===== src/rtl/ps2_host_tx.sv =====
// ps2_host_tx -- host-to-device PS/2 command transmitter.
//
// Sends one command byte to the keyboard over the shared kb_clk/data pair.
// Both lines are driven open-drain through *_oe outputs. The device-generated
// kb_clk is oversampled on the 2.08 MHz system clock.
//
// Ports:
//   clk        system clock (2.08 MHz oscillator)
//   reset_n    asynchronous active-low reset
//   kb_clk_in  raw PS/2 clock line level (asynchronous)
//   data_in    raw PS/2 data line level (asynchronous)
//   tx_valid   request to send tx_byte (accepted only while tx_ready)
//   tx_byte    command byte
//   tx_ready   high only when idle
//   kb_clk_oe  1 = pull kb_clk low
//   data_oe    1 = pull data low
//   busy       high whenever a frame is in progress (receive path must ignore)
//   tx_done    one-cycle pulse: frame acknowledged by the device
//   tx_err     one-cycle pulse: NACK or timeout
//
// Build option: define PS2_TX_RETRY_EN to resend a failed frame automatically
// (up to 2 retries) before reporting tx_err.

module ps2_host_tx #(
   parameter int unsigned INHIBIT_CYC     = 209,
   parameter int unsigned RTS_TIMEOUT_CYC = 31200,
   parameter int unsigned BIT_TIMEOUT_CYC = 4160
) (
   input  logic       clk,
   input  logic       reset_n,
   input  logic       kb_clk_in,
   input  logic       data_in,
   input  logic       tx_valid,
   input  logic [7:0] tx_byte,
   output logic       tx_ready,
   output logic       kb_clk_oe,
   output logic       data_oe,
   output logic       busy,
   output logic       tx_done,
   output logic       tx_err
);

   localparam int unsigned TMAX_RB = (RTS_TIMEOUT_CYC > BIT_TIMEOUT_CYC) ? RTS_TIMEOUT_CYC : BIT_TIMEOUT_CYC;
   localparam int unsigned TMAX    = (TMAX_RB > INHIBIT_CYC) ? TMAX_RB : INHIBIT_CYC;
   localparam int unsigned TW      = $clog2(TMAX + 1);

   localparam logic [TW-1:0] INH_LAST = TW'(INHIBIT_CYC - 1);
   localparam logic [TW-1:0] RTS_LIM  = TW'(RTS_TIMEOUT_CYC);
   localparam logic [TW-1:0] BIT_LIM  = TW'(BIT_TIMEOUT_CYC);

   typedef enum logic [2:0] {
      S_IDLE, S_INHIBIT, S_RTS, S_SHIFT, S_STOP, S_ACK, S_WAIT_IDLE
   } state_t;

   state_t        state, state_nx;
   logic          kb_s1, kb_s2, kb_prev, dt_s1, dt_s2;
   logic          fall;
   logic [TW-1:0] timer;
   logic [3:0]    bit_cnt;
   logic [7:0]    shreg;
   logic          parity, data_drv, nack;
   logic          accept, timeout, fail, succeed, retry, err_nx;
`ifdef PS2_TX_RETRY_EN
   logic [1:0]    retry_cnt;
`endif

   // Line synchronisers; idle bus level is high, so reset to 1 to avoid a
   // spurious fall right after reset.
   always_ff @(posedge clk or negedge reset_n) begin
      if (!reset_n) begin
         kb_s1   <= 1'b1;
         kb_s2   <= 1'b1;
         kb_prev <= 1'b1;
         dt_s1   <= 1'b1;
         dt_s2   <= 1'b1;
      end else begin
         kb_s1   <= kb_clk_in;
         kb_s2   <= kb_s1;
         kb_prev <= kb_s2;
         dt_s1   <= data_in;
         dt_s2   <= dt_s1;
      end
   end

   assign fall = kb_prev & ~kb_s2;

   // State register
   always_ff @(posedge clk or negedge reset_n) begin
      if (!reset_n) state <= S_IDLE;
      else          state <= state_nx;
   end

   // Next-state logic. A fall in the same cycle as a timer expiry takes
   // priority because the timeout is only considered when no fall is present.
   always_comb begin
      state_nx = state;
      accept   = 1'b0;
      timeout  = 1'b0;
      succeed  = 1'b0;
      fail     = 1'b0;
      retry    = 1'b0;
      case (state)
         S_IDLE: if (tx_valid) begin
            accept   = 1'b1;
            state_nx = S_INHIBIT;
         end
         S_INHIBIT: if (timer == INH_LAST) state_nx = S_RTS;
         S_RTS: begin
            if (fall) state_nx = S_SHIFT;
            else if (timer == RTS_LIM) timeout = 1'b1;
         end
         S_SHIFT: begin
            if (fall) begin
               if (bit_cnt == 4'd9) state_nx = S_STOP;
            end else if (timer == BIT_LIM) timeout = 1'b1;
         end
         S_STOP: begin
            if (fall) state_nx = S_ACK;
            else if (timer == BIT_LIM) timeout = 1'b1;
         end
         S_ACK: begin
            // ACK bit sampled on fall 11; wait for the device to raise the clock
            if (kb_s2) state_nx = S_WAIT_IDLE;
            else if (timer == BIT_LIM) timeout = 1'b1;
         end
         S_WAIT_IDLE: begin
            if (kb_s2 && dt_s2) begin
               state_nx = S_IDLE;
               if (nack) fail = 1'b1;
               else      succeed = 1'b1;
            end else if (timer == BIT_LIM) timeout = 1'b1;
         end
         default: state_nx = S_IDLE;
      endcase
      if (timeout) fail = 1'b1;
`ifdef PS2_TX_RETRY_EN
      if (fail && retry_cnt != 2'd2) retry = 1'b1;
`endif
      err_nx = fail & ~retry;
      if (fail) state_nx = retry ? S_INHIBIT : S_IDLE;
   end

   // Output logic; leaving INHIBIT/RTS/SHIFT releases the lines in the same
   // cycle, including on timeout and on asynchronous reset.
   always_comb begin
      kb_clk_oe = (state == S_INHIBIT);
      case (state)
         S_INHIBIT: data_oe = (timer == INH_LAST);
         S_RTS:     data_oe = 1'b1;
         S_SHIFT:   data_oe = data_drv;
         default:   data_oe = 1'b0;
      endcase
      busy     = (state != S_IDLE);
      tx_ready = (state == S_IDLE);
   end

   // Datapath: timer, bit counter, shift byte, parity, ack sample, pulses
   always_ff @(posedge clk or negedge reset_n) begin
      if (!reset_n) begin
         timer     <= '0;
         bit_cnt   <= '0;
         shreg     <= '0;
         parity    <= 1'b0;
         data_drv  <= 1'b0;
         nack      <= 1'b0;
         tx_done   <= 1'b0;
         tx_err    <= 1'b0;
`ifdef PS2_TX_RETRY_EN
         retry_cnt <= '0;
`endif
      end else begin
         tx_done <= succeed;
         tx_err  <= err_nx;

         // Timer restarts on every state change and, while the device is
         // clocking, on every fall (gap measurement).
         if (state_nx != state || state == S_IDLE ||
             (fall && (state == S_SHIFT || state == S_STOP)))
            timer <= '0;
         else
            timer <= timer + TW'(1);

         if (accept) begin
            shreg  <= tx_byte;
            parity <= ~^tx_byte;
         end

         if (state_nx == S_INHIBIT && state != S_INHIBIT) begin
            bit_cnt  <= '0;
            data_drv <= 1'b0;
            nack     <= 1'b0;
         end

         case (state)
            S_RTS: if (fall) begin
               data_drv <= ~shreg[0];
               bit_cnt  <= 4'd1;
            end
            S_SHIFT: if (fall) begin
               if (bit_cnt < 4'd8)       data_drv <= ~shreg[bit_cnt[2:0]];
               else if (bit_cnt == 4'd8) data_drv <= ~parity;
               else                      data_drv <= 1'b0;
               bit_cnt <= bit_cnt + 4'd1;
            end
            S_STOP: if (fall) nack <= dt_s2;
            default: ;
         endcase

`ifdef PS2_TX_RETRY_EN
         if (accept)     retry_cnt <= '0;
         else if (retry) retry_cnt <= retry_cnt + 2'd1;
`endif
      end
   end

endmodule


===== config.mk =====
export PLATFORM = sky130hd
export DESIGN_NAME = ps2_host_tx
export DESIGN_NICKNAME = d
export VERILOG_FILES = /design/src/rtl/ps2_host_tx.sv
export SDC_FILE = /design/constraint.sdc
export NUM_CORES = 1
export LEC_CHECK = 0
export ABC_AREA = 1
export BUFFER_PORTS_ARGS = -buffer_cell sky130_fd_sc_hd__clkbuf_2
export CORE_ASPECT_RATIO = 0.75
export CORE_UTILIZATION = 55
export CTS_CLUSTER_DIAMETER = 150
export DETAILED_ROUTE_END_ITERATION = 16
export PLACE_DENSITY_LB_ADDON = 0.12
export SLEW_MARGIN = 20
export SYNTH_ARGS = -nofsm -noshare
export SYNTH_HDL_FRONTEND = slang
export SYNTH_SLANG_ARGS = --single-unit
export TNS_END_PERCENT = 10

===== constraint.sdc =====
create_clock -name clk -period 1.95 [get_ports clk]
set_input_delay 0 -clock clk [delete_from_list [all_inputs] [get_ports clk]]
set_output_delay 0 -clock clk [all_outputs]
set_load 0.02 [all_outputs]

==> results.md <==
- # nets final: 344
- Data arrival time of the critical path: 2160 ps
- TritonCTS clock tree: yes
- Overall fraction of global-route tracks in use: 0.233
- Minimum clock period: 1930 ps
- CTS clk-pin slew, worst paths: 90 ps
- Chip width: 76.8 um
- Final hold violations: 0
- Met1 usage: 0.383
- Sw power: 0.678 mW
- Placed cells: 354
- Global route total overflow: 0
- Syn Nets: 294
- Most common cell after layout, fill and taps aside: nand2_1
- Busiest grt layer: met1
- Crit. Startpoint: kb_s2
- Max FO, Critical Path: 7
- Sw frac: 0.306
- Most frequent cells in the layout: nand2_1 (48), dfrtp_1 (32), inv_1 (29)
- Clk network pwr share: 0.319
- Worst slew pin tran: 471 ps
- Met3 Use GR: 0.0488
- DRC viols: 1
- First DRT Iteration DRCs: 163
- Num ports: 19
- P_int: 1.54 mW
- Drt pass-1 iters: 11
- PD cells: 767 mW/mm2
- Largest net degree at the start of global routing: 25
- Buf+Inv Stages, Crit Path: 2
- Combinational share of power: 0.223
- WL final: 5.01 mm
- Worst reg2reg path depth: 11
- Critical path's largest stage delay: 610 ps
- Diode count: 0
- Reg-to-reg critical path startpoint: kb_s2
- Crit path depth: 11
- Post-DRT Antenna Nets: 0
- Max_cap viols: 0
- Netlist Area Pre-Place: 0.00231 mm2
- Number of port buffers: 18
- CP endpoint kind: register
- Min-delay src: tx_valid
- Sink Count: 40
- Post-synthesis sequential area ratio: 0.436
- Cell count after synthesis: 276
- Initial antenna violation count: 0
- Worst min-delay path class: in2reg
- Post-detail-place hpwl: 3.29 mm
- Core area: 0.00403 mm2
- Count of final setup violators: 0
- CTS H-Tree Depth: 2
- Vias in the first global route: 1643
- VDD IR-drop max: 0.000498 V
- Delay-heaviest family, CP: simple AND/OR/NAND/NOR gates
- Syn. warnings: 0
- Die ar.: 0.00447 mm2
- Yosys reg bits: 40
- Layout cell share with drive strength beyond 1: 0.309
- Critical Path Source Type: register
- Violated checks: DRC
- Routed vias: 1963
- Reg power frac: 0.458
- Largest area contributor in the netlist: dfrtp_1
- First-pass GRT wire length: 7.91 mm
- Die height: 58.1 um
- Cells along the critical path: nand2_2, inv_1, nor2_1, nor2_2, nor2_2, nor2_4, nand3_2, a21oi_4, nand3_4, clkbuf_16, nor2_4
- Critical path's slowest cell: dfstp_2
- GP Congestion: 0.855
- Maximum root-to-sink buffer count: 2
- Worst hold margin: 168 ps
- Share of the synthesized area in the top cell type: 0.379
- Rel. slew slack: 0.686
- Area Overhead vs Synth: 25.1%
- Initial Utilization: 0.573
- Clock Skews: 7.99 ps
- Wirelength per Cell: 13.1 um
- Crit path required time: 2180 ps
- Reg2reg setup slack: 20 ps
- Root Driver: clkbuf_8
- Setup Crit Path Kind: reg2reg
- Clock latency on the worst-skew pair: 300 ps
- GR Layer Usage met2: 0.288
- Period utilization: 0.989
- Layout fillers: 312
- Hold depth: 4
- Post-synthesis cell type count: 32
- Outcome: finished with violations
- Avg Inst Size Synth: 8.37 um2
- Total CTS buffers: 5
- Leak: 1.40 nW
- Row count: 20
- Slew Limit Fails: 0
- Via density: 5.14
- RSZ-0062 raised after global routing: yes
- Largest cells by area after synthesis: dfrtp_1 (38%), nand2_1 (8.3%), xor2_1 (6.1%), dfstp_2 (5.7%), inv_1 (5.0%)
- Final non-filler cell total: 382
- F_max: 0.518 GHz
-- path summary, 6_finish.rpt --
check | end
setup / recovery | timer[7]
hold / removal | parity
setup reg to reg | timer[7]
hold reg to reg | dt_s2
max in group asynchronous | kb_s2
min in group asynchronous | bit_cnt[2]
-- sequential cells by signal, summed over array words and instances (netlist names) --
name	count
timer	15
shreg	8
bit_cnt	4
state	3
data_drv	1
dt_s1	1
dt_s2	1
kb_prev	1
kb_s1	1
kb_s2	1
nack	1
parity	1
tx_done	1
tx_err	1
-- power groups by stage --
stage / Sequential, mW / Combinational [mW] / Clock, mW
floorplan: 1.01 / 0.279 / 0
global placement: 1.02 / 0.388 / 0
detailed placement: 1.03 / 0.391 / 0
CTS: 1.01 / 0.410 / 0.721
global route: 1.03 / 0.553 / 0.757
finish: 1.01 / 0.495 / 0.708
-- through the flow --
| step | worst slack [ps] | area (um2) | util | total power [mW] | setup TNS, ps |
|---|---|---|---|---|---|
| after global placement | 121 | 2510 | 0.624 | 1.41 | 0 |
| after detailed placement | 120 | 2510 | 0.624 | 1.42 | 0 |
| final | 21.1 | 2890 | 0.717 | 2.22 | 0 |
| after CTS | 102 | 2740 | 0.680 | 2.14 | 0 |
| after global routing | -80.1 | 2890 | 0.717 | 2.34 | -601 |
| after floorplan | 148 | 2310 | - | 1.29 | 0 |
-- Yosys cell counts --
cell	instances
buf_2	2
nor2_2	14
nor3b_1	1
nand2_2	5
dfstp_2	5
a21oi_1	5
inv_2	2
nand3b_1	1
a21oi_2	1
o31ai_1	1
ha_1	5
o21ai_0	12
nor3_2	1
nor2_4	2
xnor2_1	6
nand3_1	22
inv_1	31
nor3_1	3
nand4_1	7
xor2_1	16
a32o_1	1
nor2_1	28
and3b_1	1
nand3_2	6
dfrtp_1	35
o32ai_1	2
clkbuf_1	1
buf_6	4
o221ai_1	1
a22oi_1	1
inv_4	3
nand2_1	51
-- kinds of logic after synthesis --
kind of cell,count (synthesis),share of synthesized area
AND/OR/NAND/NOR,142,0.303
buffers and inverters,43,0.0872
flip-flops,40,0.436
AO/OA/AOI/OAI,24,0.0628
XOR/XNOR,22,0.0834
adder cells (fa/ha/maj),5,0.0271
-- final cells by class --
cell class / count / area (um2) / share of cell area
clock buffers: 5 / 68.8 / 0.0238
clock inverters: 3 / 46.3 / 0.0160
repair buffers: 50 / 388 / 0.134
well taps: 55 / 68.8 / 0.0238
multi-input cells: 193 / 1160 / 0.403
flip-flops and latches: 40 / 1010 / 0.350
inverters: 36 / 143 / 0.0494
-- timing repair --
item | CTS | global route
buffers inserted | 0 | 8
setup endpoints to repair | 0 | 15
hold endpoints to repair | 26 | 0
resized for setup | 0 | 21
hold buffers | 11 | 0
-- worst register-to-register path: cells and delay by family, from the launching register on --
| family | cells | cell delay [ps] |
|---|---|---|
| DFF | 1 | 610 |
| buffers and inverters | 2 | 250 |
| AOI/OAI and AO/OA | 1 | 220 |
| and+or+nand+nor | 8 | 790 |
-- per-layer routing --
layer  vias to the layer above  wire length [um]  part of all wire
met5                         -                 0                 0
met4                         0                48            0.0096
met3                         7               285             0.057
met2                        67              2040              0.41
met1                       904              2630              0.53
li1                        985                 -                 -
Note: power is estimated with default switching activity, not from simulation.
